[src/rtl/fetch_pkg.sv]
// Shared types and defaults for the fetch sequencer: FSM states, the buffered
// entry layout and the halt encoding.
package fetch_pkg;

  localparam int FETCH_ADDR_WIDTH = 10;
  localparam int FETCH_DATA_WIDTH = 9;
  localparam logic [FETCH_DATA_WIDTH-1:0] HALT_WORD_DEFAULT = 9'h1FF;

  typedef enum logic [1:0] {
    IDLE,
    RUN,
    HALTED
  } fetch_state_e;

  typedef struct packed {
    logic [FETCH_DATA_WIDTH-1:0] instr;
    logic [FETCH_ADDR_WIDTH-1:0] pc;
  } fetch_entry_t;

endpackage

[src/rtl/fetch_sequencer_if.sv]
// Bundle of control, instruction-memory and decode-side signals around the
// fetch sequencer; master is the sequencer, slave is its surroundings.
interface fetch_sequencer_if #(
  parameter int ADDR_WIDTH = 10,
  parameter int DATA_WIDTH = 9
);

  logic                  start;
  logic [ADDR_WIDTH-1:0] start_addr;
  logic                  redirect;
  logic [ADDR_WIDTH-1:0] redirect_pc;
  logic [ADDR_WIDTH-1:0] imem_addr;
  logic [DATA_WIDTH-1:0] imem_instr;
  logic                  instr_valid;
  logic                  instr_ready;
  logic [DATA_WIDTH-1:0] instr;
  logic [ADDR_WIDTH-1:0] instr_pc;
  logic                  busy;
  logic                  halted;

  modport master (
    input  start, start_addr, redirect, redirect_pc, imem_instr, instr_ready,
    output imem_addr, instr_valid, instr, instr_pc, busy, halted
  );

  modport slave (
    output start, start_addr, redirect, redirect_pc, imem_instr, instr_ready,
    input  imem_addr, instr_valid, instr, instr_pc, busy, halted
  );

endinterface

[src/rtl/fetch_fifo.sv]
// Small synchronous FIFO of fetch entries with a flush that clears it in one
// cycle; the head reads as zero whenever the FIFO is empty.
module fetch_fifo
  import fetch_pkg::*;
#(
  parameter int  DEPTH   = 2,
  parameter type entry_t = fetch_entry_t,
  localparam int PTR_W   = $clog2(DEPTH),
  localparam int CNT_W   = $clog2(DEPTH) + 1
) (
  input  logic             clk,
  input  logic             rst_n,
  input  logic             push_i,
  input  logic             pop_i,
  input  logic             flush_i,
  input  entry_t           wdata_i,
  output entry_t           rdata_o,
  output logic [CNT_W-1:0] count_o,
  output logic             full_o,
  output logic             empty_o
);

  entry_t           mem_q [DEPTH];
  logic [PTR_W-1:0] wrPtr_q, wrPtr_d;
  logic [PTR_W-1:0] rdPtr_q, rdPtr_d;
  logic [CNT_W-1:0] count_q, count_d;

  always_ff @(posedge clk or negedge rst_n) begin
    if (!rst_n) begin
      wrPtr_q <= '0;
      rdPtr_q <= '0;
      count_q <= '0;
    end else begin
      wrPtr_q <= wrPtr_d;
      rdPtr_q <= rdPtr_d;
      count_q <= count_d;
    end
  end

  // Flush wins over both push and pop; depth is a power of two so pointers wrap freely.
  always_comb begin
    wrPtr_d = wrPtr_q;
    rdPtr_d = rdPtr_q;
    count_d = count_q;
    if (flush_i) begin
      wrPtr_d = '0;
      rdPtr_d = '0;
      count_d = '0;
    end else begin
      if (push_i) wrPtr_d = wrPtr_q + PTR_W'(1);
      if (pop_i)  rdPtr_d = rdPtr_q + PTR_W'(1);
      if (push_i && !pop_i)      count_d = count_q + CNT_W'(1);
      else if (!push_i && pop_i) count_d = count_q - CNT_W'(1);
    end
  end

  always_ff @(posedge clk) begin
    if (push_i && !flush_i) mem_q[wrPtr_q] <= wdata_i;
  end

  assign count_o = count_q;
  assign full_o  = (count_q == CNT_W'(DEPTH));
  assign empty_o = (count_q == '0);
  assign rdata_o = empty_o ? entry_t'('0) : mem_q[rdPtr_q];

  assert property (@(posedge clk) disable iff (!rst_n) !(flush_i == 1'b0 && pop_i && empty_o));
  assert property (@(posedge clk) disable iff (!rst_n) !(flush_i == 1'b0 && push_i && !pop_i && full_o));

endmodule

[src/rtl/fetch_sequencer.sv]
// Program counter owner: fetches one word per cycle into a small FIFO toward
// decode, with start, branch redirect (flush) and halt-word detection.
module fetch_sequencer
  import fetch_pkg::*;
#(
  parameter int                    ADDR_WIDTH = FETCH_ADDR_WIDTH,
  parameter int                    DATA_WIDTH = FETCH_DATA_WIDTH,
  parameter int                    FIFO_DEPTH = 2,
  parameter logic [DATA_WIDTH-1:0] HALT_WORD  = HALT_WORD_DEFAULT
) (
  input  logic               clk,
  input  logic               rst_n,
  fetch_sequencer_if.master  bus
);

  localparam int CNT_W = $clog2(FIFO_DEPTH) + 1;

  typedef struct packed {
    logic [DATA_WIDTH-1:0] instr;
    logic [ADDR_WIDTH-1:0] pc;
  } entry_t;

  fetch_state_e          state_q, state_d;
  logic [ADDR_WIDTH-1:0] pc_q, pc_d;
  logic                  push, pop, flush;
  logic                  fifoFull, fifoEmpty;
  logic [CNT_W-1:0]      fifoCount;
  entry_t                pushEntry, headEntry;

  always_ff @(posedge clk or negedge rst_n) begin
    if (!rst_n) begin
      state_q <= IDLE;
      pc_q    <= '0;
    end else begin
      state_q <= state_d;
      pc_q    <= pc_d;
    end
  end

  assign pop = !fifoEmpty && bus.instr_ready;

  // Redirect beats fetch; a halt word is still enqueued so decode observes it.
  always_comb begin
    state_d = state_q;
    pc_d    = pc_q;
    push    = 1'b0;
    flush   = 1'b0;
    unique case (state_q)
      IDLE: begin
        if (bus.start) begin
          state_d = RUN;
          pc_d    = bus.start_addr;
        end
      end
      HALTED: begin
        if (bus.start) begin
          state_d = RUN;
          pc_d    = bus.start_addr;
          flush   = 1'b1;
        end
      end
      RUN: begin
        if (bus.redirect) begin
          flush = 1'b1;
          pc_d  = bus.redirect_pc;
        end else if (!fifoFull || pop) begin
          push = 1'b1;
          pc_d = pc_q + ADDR_WIDTH'(1);
          if (bus.imem_instr == HALT_WORD) state_d = HALTED;
        end
      end
      default: state_d = IDLE;
    endcase
  end

  assign pushEntry = '{instr: bus.imem_instr, pc: pc_q};

  fetch_fifo #(
    .DEPTH   (FIFO_DEPTH),
    .entry_t (entry_t)
  ) u_fifo (
    .clk     (clk),
    .rst_n   (rst_n),
    .push_i  (push),
    .pop_i   (pop),
    .flush_i (flush),
    .wdata_i (pushEntry),
    .rdata_o (headEntry),
    .count_o (fifoCount),
    .full_o  (fifoFull),
    .empty_o (fifoEmpty)
  );

  assign bus.imem_addr   = pc_q;
  assign bus.instr_valid = !fifoEmpty;
  assign bus.instr       = headEntry.instr;
  assign bus.instr_pc    = headEntry.pc;
  assign bus.busy        = (state_q == RUN);
  assign bus.halted      = (state_q == HALTED);

  assert property (@(posedge clk) disable iff (!rst_n) fifoCount <= CNT_W'(FIFO_DEPTH));

endmodule

[src/flat_wrapper.sv]
// flat-port wrapper written by rule: the top's interface ports become plain ports
module fetch_sequencer_flat import fetch_pkg::*;
#(
  parameter int                    ADDR_WIDTH = FETCH_ADDR_WIDTH,
  parameter int                    DATA_WIDTH = FETCH_DATA_WIDTH,
  parameter int                    FIFO_DEPTH = 2,
  parameter logic [DATA_WIDTH-1:0] HALT_WORD  = HALT_WORD_DEFAULT
)
  (clk, rst_n, bus_start, bus_start_addr, bus_redirect, bus_redirect_pc, bus_imem_instr, bus_instr_ready, bus_imem_addr, bus_instr_valid, bus_instr, bus_instr_pc, bus_busy, bus_halted);
  fetch_sequencer_if #(.ADDR_WIDTH(ADDR_WIDTH), .DATA_WIDTH(DATA_WIDTH)) bus_i ();
  input  logic clk;
  input  logic rst_n;
  input wire logic [$bits(bus_i.start)-1:0] bus_start;
  input wire logic [$bits(bus_i.start_addr)-1:0] bus_start_addr;
  input wire logic [$bits(bus_i.redirect)-1:0] bus_redirect;
  input wire logic [$bits(bus_i.redirect_pc)-1:0] bus_redirect_pc;
  input wire logic [$bits(bus_i.imem_instr)-1:0] bus_imem_instr;
  input wire logic [$bits(bus_i.instr_ready)-1:0] bus_instr_ready;
  output wire logic [$bits(bus_i.imem_addr)-1:0] bus_imem_addr;
  output wire logic [$bits(bus_i.instr_valid)-1:0] bus_instr_valid;
  output wire logic [$bits(bus_i.instr)-1:0] bus_instr;
  output wire logic [$bits(bus_i.instr_pc)-1:0] bus_instr_pc;
  output wire logic [$bits(bus_i.busy)-1:0] bus_busy;
  output wire logic [$bits(bus_i.halted)-1:0] bus_halted;
  assign bus_i.start = bus_start;
  assign bus_i.start_addr = bus_start_addr;
  assign bus_i.redirect = bus_redirect;
  assign bus_i.redirect_pc = bus_redirect_pc;
  assign bus_i.imem_instr = bus_imem_instr;
  assign bus_i.instr_ready = bus_instr_ready;
  assign bus_imem_addr = bus_i.imem_addr;
  assign bus_instr_valid = bus_i.instr_valid;
  assign bus_instr = bus_i.instr;
  assign bus_instr_pc = bus_i.instr_pc;
  assign bus_busy = bus_i.busy;
  assign bus_halted = bus_i.halted;
  fetch_sequencer #(.ADDR_WIDTH(ADDR_WIDTH), .DATA_WIDTH(DATA_WIDTH), .FIFO_DEPTH(FIFO_DEPTH), .HALT_WORD(HALT_WORD)) u_core (.clk(clk), .rst_n(rst_n), .bus(bus_i));
endmodule
[config.mk]
export PLATFORM = sky130hd
export DESIGN_NAME = fetch_sequencer_flat
export DESIGN_NICKNAME = d
export VERILOG_FILES = /design/src/rtl/fetch_pkg.sv /design/src/rtl/fetch_sequencer_if.sv /design/src/rtl/fetch_fifo.sv /design/src/rtl/fetch_sequencer.sv /design/src/flat_wrapper.sv
export SDC_FILE = /design/constraint.sdc
export NUM_CORES = 1
export LEC_CHECK = 0
export CAP_MARGIN = 25
export CORE_AREA = 2 2 80 74
export CTS_CLUSTER_DIAMETER = 100
export DETAILED_ROUTE_END_ITERATION = 10
export DIE_AREA = 0 0 82 76
export PLACE_DENSITY = 0.86
export SETUP_SLACK_MARGIN = 0.2
export SLEW_MARGIN = 5
export SYNTH_ARGS = -nofsm -noshare
export SYNTH_HDL_FRONTEND = slang
export SYNTH_SLANG_ARGS = --single-unit
export TNS_END_PERCENT = 100
[constraint.sdc]
create_clock -name clk -period 4.7 [get_ports clk]
set_input_delay 0.94 -clock clk [delete_from_list [all_inputs] [get_ports clk]]
set_output_delay 0.94 -clock clk [all_outputs]
set_load 0.01 [all_outputs]
# Yosys cells after proc, flatten, opt, wreduce, memory -nomap -nowiden
# Memories as Yosys holds them, arrays and structs flattened.
# Index checks and enable logic that the tools add are counted.
dict set report totals {
  output_inout_bits 32
  memories 1
  input_bits 34
  ramBits 38
  regBits 16
}
# memory depth width rd rd_clocked_by_memory_dff write_ports line
set mem_list {}
lappend mem_list {u_core.u_fifo.mem_q 2 19 1 0 1 fetch_fifo.sv:23} ;# entry_t mem_q [DEPTH];
dict set report classes {
  reduce_logical 19
  muxes 25
  eq_ne 9
  add_sub_neg 5
}
# op count
set op_table {}
lappend op_table {{10-bit two-way mux} 3}
lappend op_table {{10-bit one-hot mux with 2 select lines} 1}
lappend op_table {{19-bit two-way mux} 1}
lappend op_table {{2-bit two-way mux} 7}
lappend op_table {{1-bit two-way mux} 11}
lappend op_table {{10-bit by 1-bit adder with 10-bit output (second input constant)} 1}
lappend op_table {{9-bit == test (second input constant)} 1}
lappend op_table {{2-bit by 1-bit != test with 1-bit output (second input constant)} 3}
lappend op_table {{2-bit nonzero test} 3}
lappend op_table {{1-bit logical NOT} 5}
lappend op_table {{2-bit == test (second input constant)} 2}
lappend op_table {{1-bit logical AND} 4}
lappend op_table {{2-bit logical NOT} 2}
lappend op_table {{2-bit one-hot mux with 2 select lines} 1}
lappend op_table {{4-bit AND reduction} 1}
lappend op_table {{3-bit by 2-bit != test with 1-bit output (second input constant)} 1}
lappend op_table {{3-bit AND reduction} 1}
lappend op_table {{3-bit nonzero test} 1}
lappend op_table {{1-bit adder (second input constant)} 2}
lappend op_table {{2-bit by 1-bit adder with 2-bit output (second input constant)} 1}
lappend op_table {{2-bit by 1-bit == test with 1-bit output (second input constant)} 1}
lappend op_table {{2-bit != test (second input constant)} 1}
lappend op_table {{1-bit one-hot mux with 2 select lines} 1}
lappend op_table {{2-bit OR reduction} 1}
lappend op_table {{other kinds (2)} 2}

# Logic depth before layout (Yosys ltp)
# Gate-level depths: netlist of run 1.
dict set report depth {
  ltp_word 12
  depth_mapped 11
  depth_no_buf 9
}

# Hierarchy
# From an unflattened synthesis of run 1, not the netlist that was laid out.
dict set report unflattened {
  cells_unflattened 211
  area_unflattened_um2 2610.0
}
# module area_each_um2 cells_each seq_area_each_um2 n_inst
set modules_own_cells {}
lappend modules_own_cells {fetch_fifo 1646.6 101 1241.2 1}
lappend modules_own_cells {fetch_sequencer 963.4 110 300.3 1}

# Worst setup path after synthesis of run 1
# Ideal clock, no wire load.
dict set report synth_path {
  kind {input to register}
  start {input bus_redirect}
  end {memory u_core.u_fifo.mem_q[0][0] (netlist bit), enable pin}
  t_required_ns 4.256
  n_path_buf 2
  cell_stages 4
  arrival_ns 3.412
  path_slack_ns 0.844
  cell_sequence {buf_2 -> nand2b_1 -> buf_2 -> nor4_1}
}
dict set report synth_via {
  elab_chain_cells 6
  word_cells_on_any_way 8
  classes_between {mux: 6; reduce/logical: 2}
}
# item line
set synth_lines {}
lappend synth_lines {{from (decl)} flat_wrapper.sv:15} ;# input wire logic [$bits(bus_i.redirect)-1:0] bus_redirect;
lappend synth_lines {{1-bit two-way mux} fetch_sequencer.sv:63} ;# if (bus.redirect) begin
lappend synth_lines {{1-bit one-hot mux with 2 select lines} fetch_sequencer.sv:48} ;# unique case (state_q)
lappend synth_lines {{1-bit logical NOT} fetch_fifo.sv:58} ;# if (push_i && !flush_i) mem_q[wrPtr_q] <= wdata_i;
lappend synth_lines {{1-bit logical AND (*)} fetch_fifo.sv:58}
lappend synth_lines {{1-bit two-way mux (*)} fetch_fifo.sv:58}
lappend synth_lines {{1-bit two-way mux (implied by the code) (*)} fetch_fifo.sv:58}
lappend synth_lines {{to (decl)} fetch_fifo.sv:23}
# Mark *: on every way between the ends. The rest lies on a longest branch, timed or not.

# Worst setup path after layout of run 1
dict set report layout_path {
  start {input bus_redirect}
  end {memory u_core.u_fifo.mem_q[1][14] (netlist bit), enable pin}
}
# Same word-level chain as after synthesis.

==> metrics, run 1 <==
status finished, final reports clean; relative slew slack between 40 and 50%; Final setup viols 0; CTS tree yes; H-tree levels 2; Post-synth EDFFs 38; Worst setup SP type input pin; Setup TNS 0 ns; RSZ-0062 raised after global routing no; fmax between 300 and 400 MHz; Syn. warnings 0; Top FF cell, synth edfxtp_1; Worst Slack Setup Final about 1.6 ns; CTS Buffer Depth 2; drc violations 0; number of synthesized register bits 54; post-synth cell types 45; hold buffer count at cts 0; Setup Buffers After CTS 0; I/O pins 66; final period utilization between 60% and 70%; final hold vios 0; clock transition at the registers of the reported paths approximately 0.090 ns; post-synthesis cell area about 2600 sq um; Critical Path End Type register; Clk Latency, worst-skew pair around 0.31 ns; Least-Margin Pin Slew 0.7856 ns; Final ANT Viol Nets 0; largest area contributor in the netlist edfxtp_1; post-synth top area share 44.23%; FFs w/ async S/R, synth 29.63%; Die H about 76 microns; reg2reg setup slack ~1.9 ns; drt pass-1 iters 4; fraction of layout cells with a size suffix above 1 under 10%; core area around 5500 sq um; Worst Setup EP u_core.u_fifo.mem_q[1][14]; hpwl dp 3973 microns; crit path DAT between 3 and 4 ns; Reg2Reg Capture Point u_core.u_fifo.mem_q[1][14]; vias post-DR 1,940; Final Wtd Congestion 0.8762; Diodes inserted 0; final wirelength 5611 microns; Mapped Nets between 200 and 300; Layout area overhead 33.51%; Total GRT Usage roughly a fifth; synthesized instance count about 210; Root Buffer clkbuf_8; HP Class register to register; WP data required approximately 4.6 ns; Worst R2R Start u_core.state_q[1]; post-synthesis sequential area ratio about three fifths; VDD IR-drop max approximately 0.00042 V; first-pass GRT wire length 8963 microns; cts bufs inserted 5; critical path startpoint bus_redirect; Port-buffer cells between 60 and 70; Pleak roughly 1.3 nW; most frequent cell after synthesis edfxtp_1; Setup WS pre-CTS about 1.2 ns; fin crit period about 3.1 ns; post-DR wirelength/cell approximately 16 microns; initial antenna violation count 0; Crit Path Class input pin to register; CP max FO 19; pwr/cell area 631.5 nW/um^2; fin. max-slew vios 0; largest net degree at the start of global routing 21; final net count 319; post-cts resize count 0; Die X-Extent roughly 82 microns; # Max-Cap Violations 0; Synth top cells by count 38 x edfxtp_1, 37 x nor2_1, 21 x mux2i_1; Synth area leaders edfxtp_1 44%, dfrtp_1 16%, mux2i_1 8.1%, nor2_1 5.4%, ha_1 3.4%; clock skew ~0.0054 ns; Iter 0 DRT Violations 220; clk sinks 54; total grt overflow 0; vias in the first global route ~1.7k; Starting Density 47.21%; syn avg cell area 12.17 sq um; Rows 26; worst reg-to-reg path cell count 5; routed vias/inst around 5.6; full die area just over 6000 sq um
-- stage by stage --
| stage | power, W | std cells | instance area (sq um) | hold WS [ns] | utilization, % |
|---|---|---|---|---|---|
| 2_1_floorplan | 0.001378 | 212 | 2580 | 0.5173 | - |
| 3_3_place_gp | 0.001808 | 340 | 3301 | 0.5402 | 60.39 |
| 3_5_place_dp | 0.001840 | 340 | 3301 | 0.5645 | 60.39 |
| 4_1_cts | 0.002151 | 348 | 3417 | 0.5858 | 62.52 |
| 5_1_grt | 0.002313 | 349 | 3445 | 0.6161 | 63.03 |
| 6_report | 0.002175 | 349 | 3445 | 0.5784 | 63.03 |
-- state kept, by name, summed over array words and instances, names as in the netlist --
| register | flops |
|---|---|
| u_core.bus.imem_addr | 10 |
| u_core.state_q | 2 |
| u_core.u_fifo.count_o | 2 |
| u_core.u_fifo.mem_q | 38 |
| u_core.u_fifo.rdPtr_q | 1 |
| u_core.u_fifo.wrPtr_q | 1 |
-- final cells by class --
type / count / area, sq um
Timing Repair Buffer: 68 / 693.2
Sequential cell: 54 / 1541
Clock inverter: 3 / 47.55
Fill cell: 414 / 2021
Clock buffer: 5 / 68.82
Multi-Input combinational cell: 144 / 987.2
Tap cell: 70 / 87.58
Inverter: 5 / 18.77
-- where the power goes --
| group | internal, W | switching (W) |
|---|---|---|
| clock network | 0.000162 | 0.000153 |
| logic | 0.000544 | 0.000503 |
| registers | 0.000666 | 0.000147 |
| total | 0.00137 | 0.000804 |
-- how the worst min path moves through the flow --
stage / slack [ns] / to / start / cells after the start
global route: 0.62 / u_core.state_q[1] / u_core.state_q[1] / 1
finish: 0.58 / u_core.state_q[1] / u_core.state_q[1] / 1
global placement: 0.54 / u_core.state_q[1] / u_core.state_q[1] / 1
CTS: 0.59 / u_core.state_q[1] / u_core.state_q[1] / 1
detailed placement: 0.56 / u_core.state_q[1] / u_core.state_q[1] / 1
floorplan: 0.52 / u_core.state_q[1] / u_core.state_q[1] / 1
-- placed cells by master (no fill, tap or decap), drive strengths merged, types with 2 or more instances in the layout --
master          n
a31oi           4
a21oi           5
o21ai          15
nand2b          2
nand4           4
ha              7
a222oi          3
o32a            2
inv             6
clkbuf          5
mux2i          21
nor4            2
xor2            3
xnor2           3
edfxtp         38
mux2            2
dfrtp          16
clkdlybuf4s50  65
buf             3
and2            4
nor2           38
and3            2
nand2           8
-- cells by family (layout without fill, tap and decap cells) --
kind of cell | Yosys count | in the layout | share of synthesized area (%)
DFF | 54 | 54 | 59.75
muxes | 23 | 23 | 9.020
and+or+nand+nor | 69 | 69 | 13.19
AOI/OAI and AO/OA | 39 | 39 | 10.38
buffers and inverters | 14 | 81 | 2.231
adders and majority gates | 7 | 7 | 3.395
xor gates and xnor gates | 6 | 6 | 2.037
-- critical path, stage by stage --
cell,delay [ns]
clkdlybuf4s50_1,0.63
nand2b_1,0.49
nor2_2,0.28
and3b_1,0.70
-- layer usage --
layer	part of all wire, %	global-route usage [%]	wire length (microns)
met3	6.4	2.488	359
met2	51	31.30	2856
met1	41	25.88	2283
met5	0	0	0
met4	2.0	5.667	111
Note: power is estimated with default switching activity, not from simulation.
==> run 2: changes to the inputs <==
==> constraint.sdc (replaced) <==
create_clock -name clk -period 3.25 [get_ports clk]
set_input_delay 0.65 -clock clk [delete_from_list [all_inputs] [get_ports clk]]
set_output_delay 0.65 -clock clk [all_outputs]
set_load 0.01 [all_outputs]
==> run 2 against run 1 <==
Register-to-register slack worse by 1.2 ns. Routed wire length up 3.0%. Clock skew down 0.00051 ns. Clock power up 17%. Worst setup slack worse by 0.97 ns. Sequential share of layout area up 0.11 points. Critical path depth unchanged. Cell count up 1.1%. Design area down 0.25%. Via count up 0.67%. Highest routed layer unchanged.
==> metrics, run 2 (synthesis gave the netlist of run 1 again) <==
fin crit period approximately 2.6 ns; post-cts resize count 0 (unchanged); Crit-path slowest cell dfrtp_1 (was and3b_1); Post-Layout Cell Count 353 (was 349); post-DR wirelength/cell 16.37 microns (was 16.08 microns); Inst Count DP 345 (was 340); Clk Latency, worst-skew pair 0.30 ns (was 0.31 ns); WP data required 2.60 ns (was 4.64 ns); VDD IR-drop max 0.0003970 V (was 0.0004178 V); final period utilization between 80% and 90%; clk sinks 54 (unchanged); fin. max-slew vios 0 (unchanged); Setup Buffers After CTS 0 (unchanged); hold buffer count at cts 0 (unchanged); worst-path cell chain buf_4 -> mux2i_1 -> nor2_1 -> clkdlybuf4s50_1 (was clkdlybuf4s50_1 -> nand2b_1 -> nor2_2 -> and3b_1); multi-input logic area 996.0 sq um (was 987.2 sq um); first-pass GRT wire length 9246 microns (was 8963 microns); RSZ-0062 raised after global routing no (unchanged); fmax around 380 MHz; initial antenna violation count 0 (unchanged); Die H 76 microns (unchanged); final hold vios 0 (unchanged); Die X-Extent 82 microns (unchanged); cts bufs inserted 5 (unchanged); routed vias/inst 5.533 (was 5.559); crit path DAT 1.97 ns (was 3.05 ns); max incr delay on CP 0.52 ns (was 0.70 ns); CTS tree yes (unchanged); Total GRT Usage 19.71% (was 18.92%); I/O pins 66 (unchanged); pwr/cell area 892.6 nW/um^2 (was 631.5 nW/um^2); # Max-Cap Violations 0 (unchanged); commonest non-fill, non-tap cells in the layout 65 x clkdlybuf4s50_1, 38 x edfxtp_1, 37 x nor2_1, 21 x mux2i_1, 16 x dfrtp_1 (unchanged); Setup TNS 0 ns (unchanged); CTS Buffer Depth 2 (unchanged); Rows 26 (unchanged); total grt overflow 0 (unchanged); drt pass-1 iters 7 (was 4); Critical Path End Type output pin (was register); most common cell after layout, fill and taps aside clkdlybuf4s50_1 (unchanged); Pleak 1.304 nW (was 1.308 nW); Biggest register u_core.u_fifo.mem_q (unchanged); flip-flop and latch area 1541 sq um (unchanged); Layout area overhead 33.17% (was 33.51%); Crit Path Class register to output pin (was input pin to register); Root Buffer clkbuf_8 (unchanged); Least-Margin Pin Slew 0.8571 ns (was 0.7856 ns); Starting Density 47.21% (unchanged); Final ANT Viol Nets 0 (unchanged); Port-buffer cells 65 (unchanged); full die area 6232 sq um (unchanged); relative slew slack 42.86% (was 47.63%); Final Wtd Congestion 0.8712 (was 0.8762); hpwl dp 4126 microns (was 3973 microns); fraction of layout cells with a size suffix above 1 7.420% (was 6.452%); CP max FO 15 (was 19); core area 5465 sq um (unchanged); final net count 323 (was 319); Final setup viols 0 (unchanged); Power Total 0.003067 W (was 0.002175 W); final wirelength 5780 microns (was 5611 microns); clock transition at the registers of the reported paths 0.10 ns (was 0.09 ns); HP Class register to register (unchanged); Filler Cell Count 433 (was 414); largest net degree at the start of global routing 21 (unchanged); post-layout util 62.87% (was 63.03%); drc violations 0 (unchanged); Diodes inserted 0 (unchanged); status finished, final reports clean (unchanged); vias in the first global route 1,933 (was 1,743); vias post-DR 1,953 (was 1,940); clock skew 0.004922 ns (was 0.005436 ns); H-tree levels 2 (unchanged); max reg flops 38 (unchanged); Iter 0 DRT Violations 209 (was 220); Worst setup SP type register (was input pin)
==> run 2: worst max-delay path: cells and delay by family (launching register included) <==
kind / cells / cell delay [ns]
multiplexers: 1 / 0.25
buffers and inverters: 2 / 0.83
flip-flops: 1 / 0.52
AND/OR/NAND/NOR: 1 / 0.06
==> run 2: final timing paths <==
| check | end | startpoint | cells after the start | slack [ns] |
|---|---|---|---|---|
| min in group asynchronous | u_core.u_fifo.rdPtr_q | rst_n | 1 | 0.79 |
| worst min register to register | u_core.state_q[1] | u_core.state_q[1] | 1 | 0.58 |
| worst min-delay path | u_core.state_q[1] | u_core.state_q[1] | 1 | 0.58 |
| worst max-delay path | bus_instr_pc[3] | u_core.u_fifo.rdPtr_q | 4 | 0.63 |
| worst max register to register | u_core.u_fifo.mem_q[1][13] | u_core.state_q[1] | 7 | 0.73 |
| max in group asynchronous | u_core.u_fifo.wrPtr_q | rst_n | 1 | 1.99 |
==> run 2: where the power goes <==
| part | switching [W] | internal (W) |
|---|---|---|
| clock | 0.000214 | 0.000152 |
| sequential | 0.000216 | 0.000963 |
| combinational | 0.000738 | 0.000783 |
==> run 2: area by class of cell <==
class	count	share of cell area, %
repair buffers	72	20.47
clock inverters	3	0.5827
inverters	5	0.5462
clock buffers	5	2.003
well taps	70	2.549
flip-flops and latches	54	44.87
multi-input cells	144	28.99
==> run 2: metal layers <==
metal	vias to the layer above	track usage [%]	share of wire, %
met5	-	0	0
met4	0	10.83	4.0
met3	21	4.147	6.9
met2	101	31.79	48
met1	910	24.37	41
li1	921	-	-
==> run 2: stage by stage <==
step	area, sq um	hold WS (ns)	setup WS, ns
4_1_cts	3436	0.5728	0.6229
3_5_place_dp	3347	0.5388	0.3970
5_1_grt	3436	0.6051	0.5087
6_report	3436	0.5754	0.6328
3_3_place_gp	3347	0.5399	0.4529
2_1_floorplan	2586	0.3544	0.3861
